### config.mk
export PLATFORM = sky130hd
export DESIGN_NAME = sprite_table_ctrl
export DESIGN_NICKNAME = d
export VERILOG_FILES = /design/src/rtl/sprite_pkg.sv /design/src/rtl/sprite_table_ctrl_rr_arbiter.sv /design/src/rtl/sprite_table_ctrl.sv
export SDC_FILE = /design/constraint.sdc
export NUM_CORES = 2
export LEC_CHECK = 0
export ABC_AREA = 1
export CORE_MARGIN = 2
export CORE_UTILIZATION = 59
export CTS_CLUSTER_SIZE = 8
export DETAILED_ROUTE_END_ITERATION = 10
export GPL_ROUTABILITY_DRIVEN = 0
export PLACE_DENSITY = 0.85
export SLEW_MARGIN = 20
export SYNTH_ARGS = -nofsm -noshare
export SYNTH_HDL_FRONTEND = slang
export SYNTH_SLANG_ARGS = --single-unit
### constraint.sdc
create_clock -name Clk -period 46.8 [get_ports Clk]
set_clock_uncertainty 0.05 [all_clocks]
set_input_delay 14.04 -clock Clk [delete_from_list [all_inputs] [get_ports Clk]]
set_output_delay 14.04 -clock Clk [all_outputs]
set_load 0.01 [all_outputs]
### src/rtl/sprite_pkg.sv
// Shared types and constants for the sprite table controller.
package sprite_pkg;

  localparam logic [3:0] SPRITE_NONE   = 4'hF;
  localparam int         SPRITE_SIZE   = 32;
  localparam int         NUM_SLOTS_DEF = 16;

  typedef struct packed {
    logic [9:0] x;
    logic [9:0] y;
    logic [3:0] id;
  } sprite_entry_t;

  typedef enum logic {
    ACCEPT = 1'b0,
    COMMIT = 1'b1
  } tbl_state_t;

  // Entry value for a hidden slot at its home position.
  function automatic sprite_entry_t empty_entry();
    sprite_entry_t e;
    e.x  = '0;
    e.y  = '0;
    e.id = SPRITE_NONE;
    return e;
  endfunction

endpackage

### src/rtl/sprite_table_ctrl_rr_arbiter.sv
// Round-robin arbiter: one-hot grant to the first valid requester at or
// after the pointer; the pointer moves past the winner on every grant.
module rr_arbiter #(
  parameter int NUM_REQ = 2
) (
  input  logic               Clk,
  input  logic               Reset,
  input  logic [NUM_REQ-1:0] valid,
  input  logic               enable,
  output logic [NUM_REQ-1:0] grant
);

  localparam int PW = (NUM_REQ > 1) ? $clog2(NUM_REQ) : 1;

  logic [PW-1:0] rr_ptr;
  logic [PW-1:0] gidx;
  logic [PW-1:0] idx;
  logic          found;

  // Search from rr_ptr upward with wrap-around; a disabled arbiter grants nothing.
  always_comb begin
    grant = '0;
    gidx  = '0;
    idx   = '0;
    found = 1'b0;
    for (int i = 0; i < NUM_REQ; i++) begin
      idx = PW'((int'(rr_ptr) + i) % NUM_REQ);
      if (enable && !found && valid[idx]) begin
        found       = 1'b1;
        gidx        = idx;
        grant[idx]  = 1'b1;
      end
    end
  end

  // Every grant is a transfer, so the pointer advances past the winner.
  always_ff @(posedge Clk or posedge Reset) begin
    if (Reset) begin
      rr_ptr <= '0;
    end else if (found) begin
      rr_ptr <= (gidx == PW'(NUM_REQ - 1)) ? '0 : gidx + 1'b1;
    end
  end

endmodule

### src/rtl/sprite_table_ctrl.sv
// Sprite table controller: requesters write a shadow table; a frame_start
// copies it slot-by-slot into the active table seen by the pixel mapper.
module sprite_table_ctrl
  import sprite_pkg::*;
#(
  parameter int NUM_REQ   = 2,
  parameter int NUM_SLOTS = NUM_SLOTS_DEF
) (
  input  logic                    Clk,
  input  logic                    Reset,
  input  logic                    frame_start,
  input  logic                    clear_all,
  input  logic [NUM_REQ-1:0]      req_valid,
  input  logic [4*NUM_REQ-1:0]    req_slot,
  input  logic [10*NUM_REQ-1:0]   req_x,
  input  logic [10*NUM_REQ-1:0]   req_y,
  input  logic [4*NUM_REQ-1:0]    req_id,
  output logic [NUM_REQ-1:0]      req_grant,
  output logic [10*NUM_SLOTS-1:0] pos_x_flat,
  output logic [10*NUM_SLOTS-1:0] pos_y_flat,
  output logic [4*NUM_SLOTS-1:0]  sprite_id_flat,
  output logic                    busy,
  output logic                    commit_done,
  output logic                    slot_err
);

  tbl_state_t    state, state_nxt;
  logic [3:0]    cnt;
  logic          clear_pending;
  logic          clear_now;
  logic          arb_en;
  logic          last_copy;

  logic [NUM_REQ-1:0] grant;
  logic               wr_fire;
  logic               wr_oor;
  logic [3:0]         wr_slot;
  sprite_entry_t      wr_entry;

  sprite_entry_t shadow [NUM_SLOTS];
  sprite_entry_t active [NUM_SLOTS];

  rr_arbiter #(.NUM_REQ(NUM_REQ)) u_arb (
    .Clk    (Clk),
    .Reset  (Reset),
    .valid  (req_valid),
    .enable (arb_en),
    .grant  (grant)
  );

  assign req_grant = grant;

  // Select the granted requester's fields and flag slots beyond the table.
  always_comb begin
    wr_slot  = '0;
    wr_entry = '0;
    for (int r = 0; r < NUM_REQ; r++) begin
      if (grant[r]) begin
        wr_slot     = req_slot[4*r +: 4];
        wr_entry.x  = req_x[10*r +: 10];
        wr_entry.y  = req_y[10*r +: 10];
        wr_entry.id = req_id[4*r +: 4];
      end
    end
    wr_fire = |grant;
    wr_oor  = ({1'b0, wr_slot} >= 5'(NUM_SLOTS));
  end

  // Next state and per-state controls; a pending clear suppresses grants.
  always_comb begin
    state_nxt = state;
    busy      = 1'b0;
    arb_en    = 1'b0;
    clear_now = 1'b0;
    last_copy = 1'b0;
    case (state)
      ACCEPT: begin
        clear_now = clear_all | clear_pending;
        arb_en    = ~clear_now;
        if (frame_start) state_nxt = COMMIT;
      end
      COMMIT: begin
        busy      = 1'b1;
        last_copy = (cnt == 4'(NUM_SLOTS - 1));
        if (last_copy) state_nxt = ACCEPT;
      end
      default: state_nxt = ACCEPT;
    endcase
  end

  // State, copy counter, deferred clear and status pulses.
  always_ff @(posedge Clk or posedge Reset) begin
    if (Reset) begin
      state         <= ACCEPT;
      cnt           <= '0;
      clear_pending <= 1'b0;
      commit_done   <= 1'b0;
      slot_err      <= 1'b0;
    end else begin
      state       <= state_nxt;
      cnt         <= (state == COMMIT && !last_copy) ? cnt + 4'd1 : 4'd0;
      commit_done <= last_copy;
      slot_err    <= wr_fire & wr_oor;
      if (state == COMMIT && clear_all) begin
        clear_pending <= 1'b1;
      end else if (clear_now) begin
        clear_pending <= 1'b0;
      end
    end
  end

  // Shadow table: clear hides every slot, otherwise an in-range grant writes.
  always_ff @(posedge Clk or posedge Reset) begin
    if (Reset) begin
      for (int s = 0; s < NUM_SLOTS; s++) shadow[s] <= empty_entry();
    end else if (clear_now) begin
      for (int s = 0; s < NUM_SLOTS; s++) shadow[s].id <= SPRITE_NONE;
    end else if (wr_fire && !wr_oor) begin
      shadow[wr_slot] <= wr_entry;
    end
  end

  // Active table: one slot copied from shadow per COMMIT cycle.
  always_ff @(posedge Clk or posedge Reset) begin
    if (Reset) begin
      for (int s = 0; s < NUM_SLOTS; s++) active[s] <= empty_entry();
    end else if (state == COMMIT) begin
      active[cnt] <= shadow[cnt];
    end
  end

  // Flatten the active table onto the mapper-facing buses.
  always_comb begin
    pos_x_flat     = '0;
    pos_y_flat     = '0;
    sprite_id_flat = '0;
    for (int s = 0; s < NUM_SLOTS; s++) begin
      pos_x_flat[10*s +: 10]    = active[s].x;
      pos_y_flat[10*s +: 10]    = active[s].y;
      sprite_id_flat[4*s +: 4]  = active[s].id;
    end
  end

endmodule

### After elaboration in Yosys (flattened, before gate mapping)

Index checks and enable logic that the tools add are counted.

| word-level totals | value |
|---|---|
| input bits | 62 |
| memories | 0 |
| latch bits | 0 |
| ROM bits | 0 |
| logic and storage cells | 190 |
| bits in registers | 776 |
| output and inout port bits | 389 |
| RAM bits | 0 |

| cells by class | value |
|---|---|
| multiplexer cells | 55 |
| shift-type cells | 0 |
| divide/modulo/power cells | 0 |
| $add $sub $neg | 3 |
| equal/unequal tests | 1 |
| bitwise operators | 7 |
| $lt $le $gt $ge | 8 |
| multipliers | 0 |
| reduce and logical (&&, ||, !) cells | 15 |

Operator list:

| cell | number |
|---|---|
| $bwmux W384 | 2 |
| $mux W364 | 1 |
| $demux W24 S4 | 2 |
| $mux W24 | 6 |
| $bmux W24 S4 | 1 |
| $mux W4 | 19 |
| $mux W1 | 19 |
| $ge A5 B5 Y1 const B | 2 |
| $lt A5 B1 Y1 const B | 2 |
| $not A4 Y5 | 2 |
| $logic_and A1 B1 Y1 | 9 |
| $add A4 B1 Y4 const B | 1 |
| $eq A4 B4 Y1 const B | 1 |
| $lt A1 B2 Y1 const B | 2 |
| $mux W2 | 2 |
| $reduce_bool A2 Y1 | 2 |
| $not A1 Y1 | 3 |
| $add A1 B1 Y1 const B | 2 |
| $demux W1 S1 | 2 |
| $ge A1 B1 Y1 const B | 2 |
| $logic_not A1 Y1 | 2 |
| $or A2 B2 Y2 | 1 |
| $pmux W1 S2 | 1 |
| $reduce_and A2 Y1 | 1 |
| 2 further kinds | 2 |

### Longest topological paths before layout

| logic depth | value |
|---|---|
| depth in word-level cells | 19 |
| depth in mapped cells | 13 |
| gate-level depth less buffers | 12 |

### Cells and area by module

Synthesis repeated with hierarchy kept, for this count alone.

| second synthesis, totals | value |
|---|---|
| cell total of the unflattened synthesis | 4754 |
| area total of the unflattened synthesis | 36029.6 µm² |

Modules (own cells, without submodules):

| module | seq. area each (µm²) | times used | cells an instance | area an instance (µm²) |
|---|---|---|---|---|
| sprite_table_ctrl | 19553.8 | 1 | 4744 | 35959.5 |
| rr_arbiter | 25.0 | 1 | 10 | 70.1 |

### Worst setup path after synthesis

OpenSTA, ideal clock, no wires.

| timing | value |
|---|---|
| path kind | input -> output |
| start point | in req_valid[0] |
| end point | out req_grant[1] |
| slack | 18082 ps |
| arrival | 14628 ps |
| cell stages on the path | 6 |
| cells stage by stage | inv_1 -> nand2_1 -> nand2_1 -> nand2_2 -> buf_4 -> inv_2 |

| between the ends | value |
|---|---|
| longest elaborated chain between the ends | 8 |
| elaborated cells between the ends (all ways) | 12 |
| those cells by class | mux: 7; bitwise: 1; reduce/logical: 4 |

Ends and longest elaborated chain:

| item | line | text |
|---|---|---|
| start: declaration | sprite_table_ctrl.sv:13 | `input logic [NUM_REQ-1:0] req_valid,` |
| $mux W1 (not written as such) (2 in a row) | sprite_table_ctrl_rr_arbiter.sv:28 | `if (enable && !found && valid[idx]) begin` |
| $logic_and A1 B1 Y1 | sprite_table_ctrl_rr_arbiter.sv:28 |  |
| $mux W1 | sprite_table_ctrl_rr_arbiter.sv:28 |  |
| $logic_not A1 Y1 | sprite_table_ctrl_rr_arbiter.sv:28 |  |
| $logic_and A1 B1 Y1 (2 in a row) | sprite_table_ctrl_rr_arbiter.sv:28 |  |
| $mux W2 (*) | sprite_table_ctrl_rr_arbiter.sv:28 |  |
| end: declaration | sprite_table_ctrl.sv:18 | `output logic [NUM_REQ-1:0] req_grant,` |

Every way passes the cells marked *; elsewhere a longest branch is shown, timed or not. The select of a mux whose other input is x is not followed.

### Final worst setup path

| timing | value |
|---|---|
| start point | in clear_all |
| end point | out req_grant[1] |

| between the ends | value |
|---|---|
| longest elaborated chain between the ends | 9 |
| elaborated cells between the ends (all ways) | 11 |
| those cells by class | mux: 4; bitwise: 3; reduce/logical: 4 |

Ends and longest elaborated chain:

| item | line | text |
|---|---|---|
| start: declaration | sprite_table_ctrl.sv:12 | `input logic clear_all,` |
| $or A1 B1 Y1 (*) | sprite_table_ctrl.sv:78 | `clear_now = clear_all \| clear_pending;` |
| $not A1 Y1 (*) | sprite_table_ctrl.sv:79 | `arb_en = ~clear_now;` |
| $mux W1 (*) | sprite_table_ctrl.sv:76 | `case (state)` |
| $logic_and A1 B1 Y1 | sprite_table_ctrl_rr_arbiter.sv:28 |  |
| $mux W1 | sprite_table_ctrl_rr_arbiter.sv:28 |  |
| $logic_not A1 Y1 | sprite_table_ctrl_rr_arbiter.sv:28 |  |
| $logic_and A1 B1 Y1 (2 in a row) | sprite_table_ctrl_rr_arbiter.sv:28 |  |
| $mux W2 (*) | sprite_table_ctrl_rr_arbiter.sv:28 |  |

Every way passes the cells marked *; elsewhere a longest branch is shown, timed or not.

==> results summary <==
The headroom to the max-slew limit came out at 19.45%. The I/O pin count is around 450. In the synthesized netlist the async set-or-reset flop fraction comes to 100.0%.

Sorting the synthesized cells by area gives the leading types as sky130_fd_sc_hd__dfrtp_1 50%, sky130_fd_sc_hd__nand2_1 10%, sky130_fd_sc_hd__dfstp_2 10%. In the routed design, unresolved DRC markers number 0. After detailed placement, the total cell area comes to ~0.037 mm2. The number of hold-slack violations in the final timing report is 0.

The number of buffers added for setup after CTS came out at 0. The number of synthesized register bits is 776. The clock tree synthesis step divided the H-tree into 3 levels. Setup repair after global routing left no endpoint under its margin. The number of antenna violations at the first check in global routing is 2.

The number of standard-cell rows in the floorplan came out at 85. The startpoint identified for the worst register-to-register timing path is cnt[0]. The clock sink total is approximately 780. Dividing the detail-routed wire length by the instance count gives roughly 22 um. The initial detailed-routing violation count is 3152. In the final design database the tool counted between 4000 and 5000 nets.

Input and output buffers added on the ports amount to 449. The core outline area came out at 0.05403 mm2. By count the netlist is led by 899 x sky130_fd_sc_hd__nand2_1, 648 x sky130_fd_sc_hd__dfrtp_1, 534 x sky130_fd_sc_hd__o21ai_0. The wire length of the first global-routing pass came out at roughly 160000 um. The power per unit of standard cell area came out at a little over 70 mW/mm2.

The highest layer touched by signal routing is met4. The cell leakage power came out at 17.76 nW. The worst setup path is of the primary input to primary output kind. The floorplan step set the die width to 238.1 um. The depth of the worst register-to-register path came out at 7. The sum of buffers and inverters on the critical path came out at 4. After clock tree synthesis, the flow added hold-fix buffers numbering 0.

The flow ran to the end, and the final reports show no timing, DRC or antenna violations. The cell count along the critical path came out at 7. The total overflow left after global routing is 0.

Of all cell types, the one taking the most synthesized area is sky130_fd_sc_hd__dfrtp_1. The number of max-slew violations in the final report is 0. The worst setup path is launched from a primary input.

After detailed routing, the met3 layer carries 10970 um of wire. The post-route minimum period came out at approximately 30000 ps. The kind of cell with the highest combined delay along the critical path is buffers and inverters. The largest individual stage delay along the critical path comes from the cell sky130_fd_sc_hd__clkdlybuf4s50_1. The detailed-routed wire length on met2 came out at about 47000 um. The netlist uses 30 different library cells.

The area of combinational cells with multiple inputs came out at around 0.011 mm2. After clock tree synthesis, the clock-pin slew on the worst setup and hold paths is around 50 ps. The initial core utilization is between 50% and 60%. The die covers 0.05670 mm2. The summed negative setup slack over all endpoints is 0 ps. The number of warnings issued by yosys is 0.

Fill cells in the final layout number about 3600. The total vias in the final route came out at about 28000. The overall global routing resource usage came out at roughly 36%. Summed over its instances, the top area cell type makes up roughly half of the synthesized netlist area. The clock reaches the later pin of the worst-skew pair after around 670 ps. The overall power of the completed layout is roughly 2.9 mW.

Setup violations remaining at the end of the flow were counted as 0. The length of routed wiring on met1 came out at roughly 38000 um. Of the cells placed in the final design, the portion with a size suffix greater than 1 is 9.123%.

After detailed routing, the total wire length is 103600 um. Counting flops with a built-in enable in the synthesized netlist gives 0. The synthesized cell area came out at roughly 0.032 mm2. The sequential cell area in the final layout is roughly 0.020 mm2. In the synthesized netlist the dominant register cell turns out to be sky130_fd_sc_hd__dfrtp_1.

The data required time at the worst endpoint came out at 32710 ps. The worst reg-to-reg setup slack is about 43000 ps. The dominant cell type by count on the critical path is sky130_fd_sc_hd__clkdlybuf4s50_1.

In this run, post-CTS repair resized a total of 0 instances. The peak clock frequency supported by timing came out at roughly 33 MHz. The CTS tree is yes.

The most common cell in the synthesized netlist is sky130_fd_sc_hd__nand2_1. The wire-length estimate of the detail-placed layout is between 60000 and 70000 um. The vias per cell came out at around 6. The min-delay analysis places its worst path in the category register to register. The worst-case vdd ir drop is slightly above 0.00004 V. The number of global-route vias before repair is between 20000 and 30000.

In the finished design, the share of the clock period the worst path needs comes to ~64%. The transition time of the tightest slew-check pin is approximately 1200 ps. The critical path ends at req_grant[1]. At the worst endpoint, the arrival time is between 15000 and 20000 ps. From synthesis to final layout, the design area changed by 23.54%. With fillers left out, the area of the finished cells amounts to approximately 0.04 mm2. The post-synth net total came out at approximately 3700.

In the synthesized netlist, the number of instances is around 3600. The clock buffer count from CTS is around 110. The register area share after synthesis came out at around three fifths.

The buffer levels on the longest clock path came out at 3. The antenna diode count is 0. The number of detailed-route iterations in the first pass is 6.

Clock tree synthesis selected as its root buffer the cell sky130_fd_sc_hd__clkbuf_16. In this design, the stage delay of the slowest critical-path cell is 560 ps. In this run the remaining antenna-violating nets after routing total 0.

The top fanout value on the critical path came out at 26. In this run the critical register-to-register path is captured at pos_y_flat[62]. Walking the worst path, the cells encountered are clkdlybuf4s50_1 -> inv_1 -> nand2_1 -> nor2_4 -> nand2_2 -> inv_2 -> clkdlybuf4s50_1. The die outline height is 238.1 um. The kind of end point of the critical path is a primary output. The mean area per synthesized cell is roughly 8.9 um2.

The startpoint of the most critical setup path is clear_all. The largest net degree at the start of global routing is 142. The max-cap check violation count came out at 0.
## tightest hold or removal path: stages (launching register included)
cell and delay (ps):
sky130_fd_sc_hd__dfstp_2 360, sky130_fd_sc_hd__nand2_1 50, sky130_fd_sc_hd__o21ai_1 50
## layout by cell type (no fill, tap or decap), types with 7 or more instances in the layout
cell                              synthesis  layout
sky130_fd_sc_hd__nand2_1                899     897
sky130_fd_sc_hd__dfrtp_1                648     646
sky130_fd_sc_hd__o21ai_0                534     533
sky130_fd_sc_hd__clkdlybuf4s50_1          0     449
sky130_fd_sc_hd__o21ai_1                315     316
sky130_fd_sc_hd__nor2_1                 316     312
sky130_fd_sc_hd__inv_1                  137     136
sky130_fd_sc_hd__dfstp_2                128     128
sky130_fd_sc_hd__nand3_1                112     112
sky130_fd_sc_hd__a21oi_1                107     107
sky130_fd_sc_hd__clkbuf_16                0     107
sky130_fd_sc_hd__clkbuf_1               144      74
sky130_fd_sc_hd__o22ai_1                 42      42
sky130_fd_sc_hd__buf_4                   10      36
sky130_fd_sc_hd__nor2_2                  28      23
sky130_fd_sc_hd__o211ai_1                22      22
sky130_fd_sc_hd__nand2_2                 18      18
sky130_fd_sc_hd__nor2_4                   6      15
sky130_fd_sc_hd__inv_2                   12      10
sky130_fd_sc_hd__nand2_4                  5       7
## power by group
group	total, mW	switching, mW	internal (mW)
clock	0.712	0.287	0.425
combinational	1.17	0.752	0.420
sequential	0.969	0.100	0.869
total	2.85	1.14	1.71
## per-stage QoR
step	hold slack [ps]	cells	setup slack, ps	utilization, %
after floorplan	397.8	3628	11140	-
after global placement	410.9	4528	16780	68.07
after detailed placement	417.4	4529	16760	68.11
after CTS	426.1	4716	16760	73.78
after global routing	438.3	4719	16680	73.95
final	424.0	4719	16750	73.95
## final cells by class
class                      count  area share, %
clock buffer                 181          7.397
clock inverter                 6         0.2662
inverter                     150          1.450
multi-input combinational   2419          27.53
sequential                   776          49.02
tap                          696          2.180
timing repair buffer         491          12.16
## per-layer routing
| layer | up-vias | GRT usage [%] |
|---|---|---|
| met5 | - | 0 |
| met4 | 0 | 23.47 |
| met3 | 392 | 9.128 |
| met2 | 1649 | 56.52 |
| met1 | 13780 | 46.12 |
| li1 | 12510 | - |
## kinds of logic (layout without fill, tap and decap cells)
kind of cell,after synthesis,after routing,share of synthesized area [%]
AOI/OAI and AO/OA,1021,1021,16.15
and+or+nand+nor,1391,1391,17.43
DFF,776,776,60.55
buffers and inverters,433,828,5.661
adders and majority gates,4,4,0.1548
other,1,1,0.01160
xor gates and xnor gates,2,2,0.05418
## state kept, by name (all words and copies together), names as in the netlist, named ones only
| register | cells |
|---|---|
| commit_done | 1 |
| clear_pending | 1 |
| shadow | 384 |
| pos_y_flat | 160 |
| cnt | 4 |
| state | 1 |
| sprite_id_flat | 64 |
| pos_x_flat | 160 |
## how the worst min path moves through the flow
| stage | slack [ps] | start | end | depth (start not counted) |
|---|---|---|---|---|
| final | 420 | sprite_id_flat[2] | sprite_id_flat[2] | 2 |
| after global routing | 440 | sprite_id_flat[1] | sprite_id_flat[1] | 2 |
| after CTS | 430 | sprite_id_flat[9] | sprite_id_flat[9] | 2 |
| after detailed placement | 420 | sprite_id_flat[9] | sprite_id_flat[9] | 2 |
| after global placement | 410 | shadow[302] | shadow[302] | 2 |
| after floorplan | 400 | shadow[300] | shadow[300] | 2 |
No activity file was read; power rests on OpenSTA's default activity.
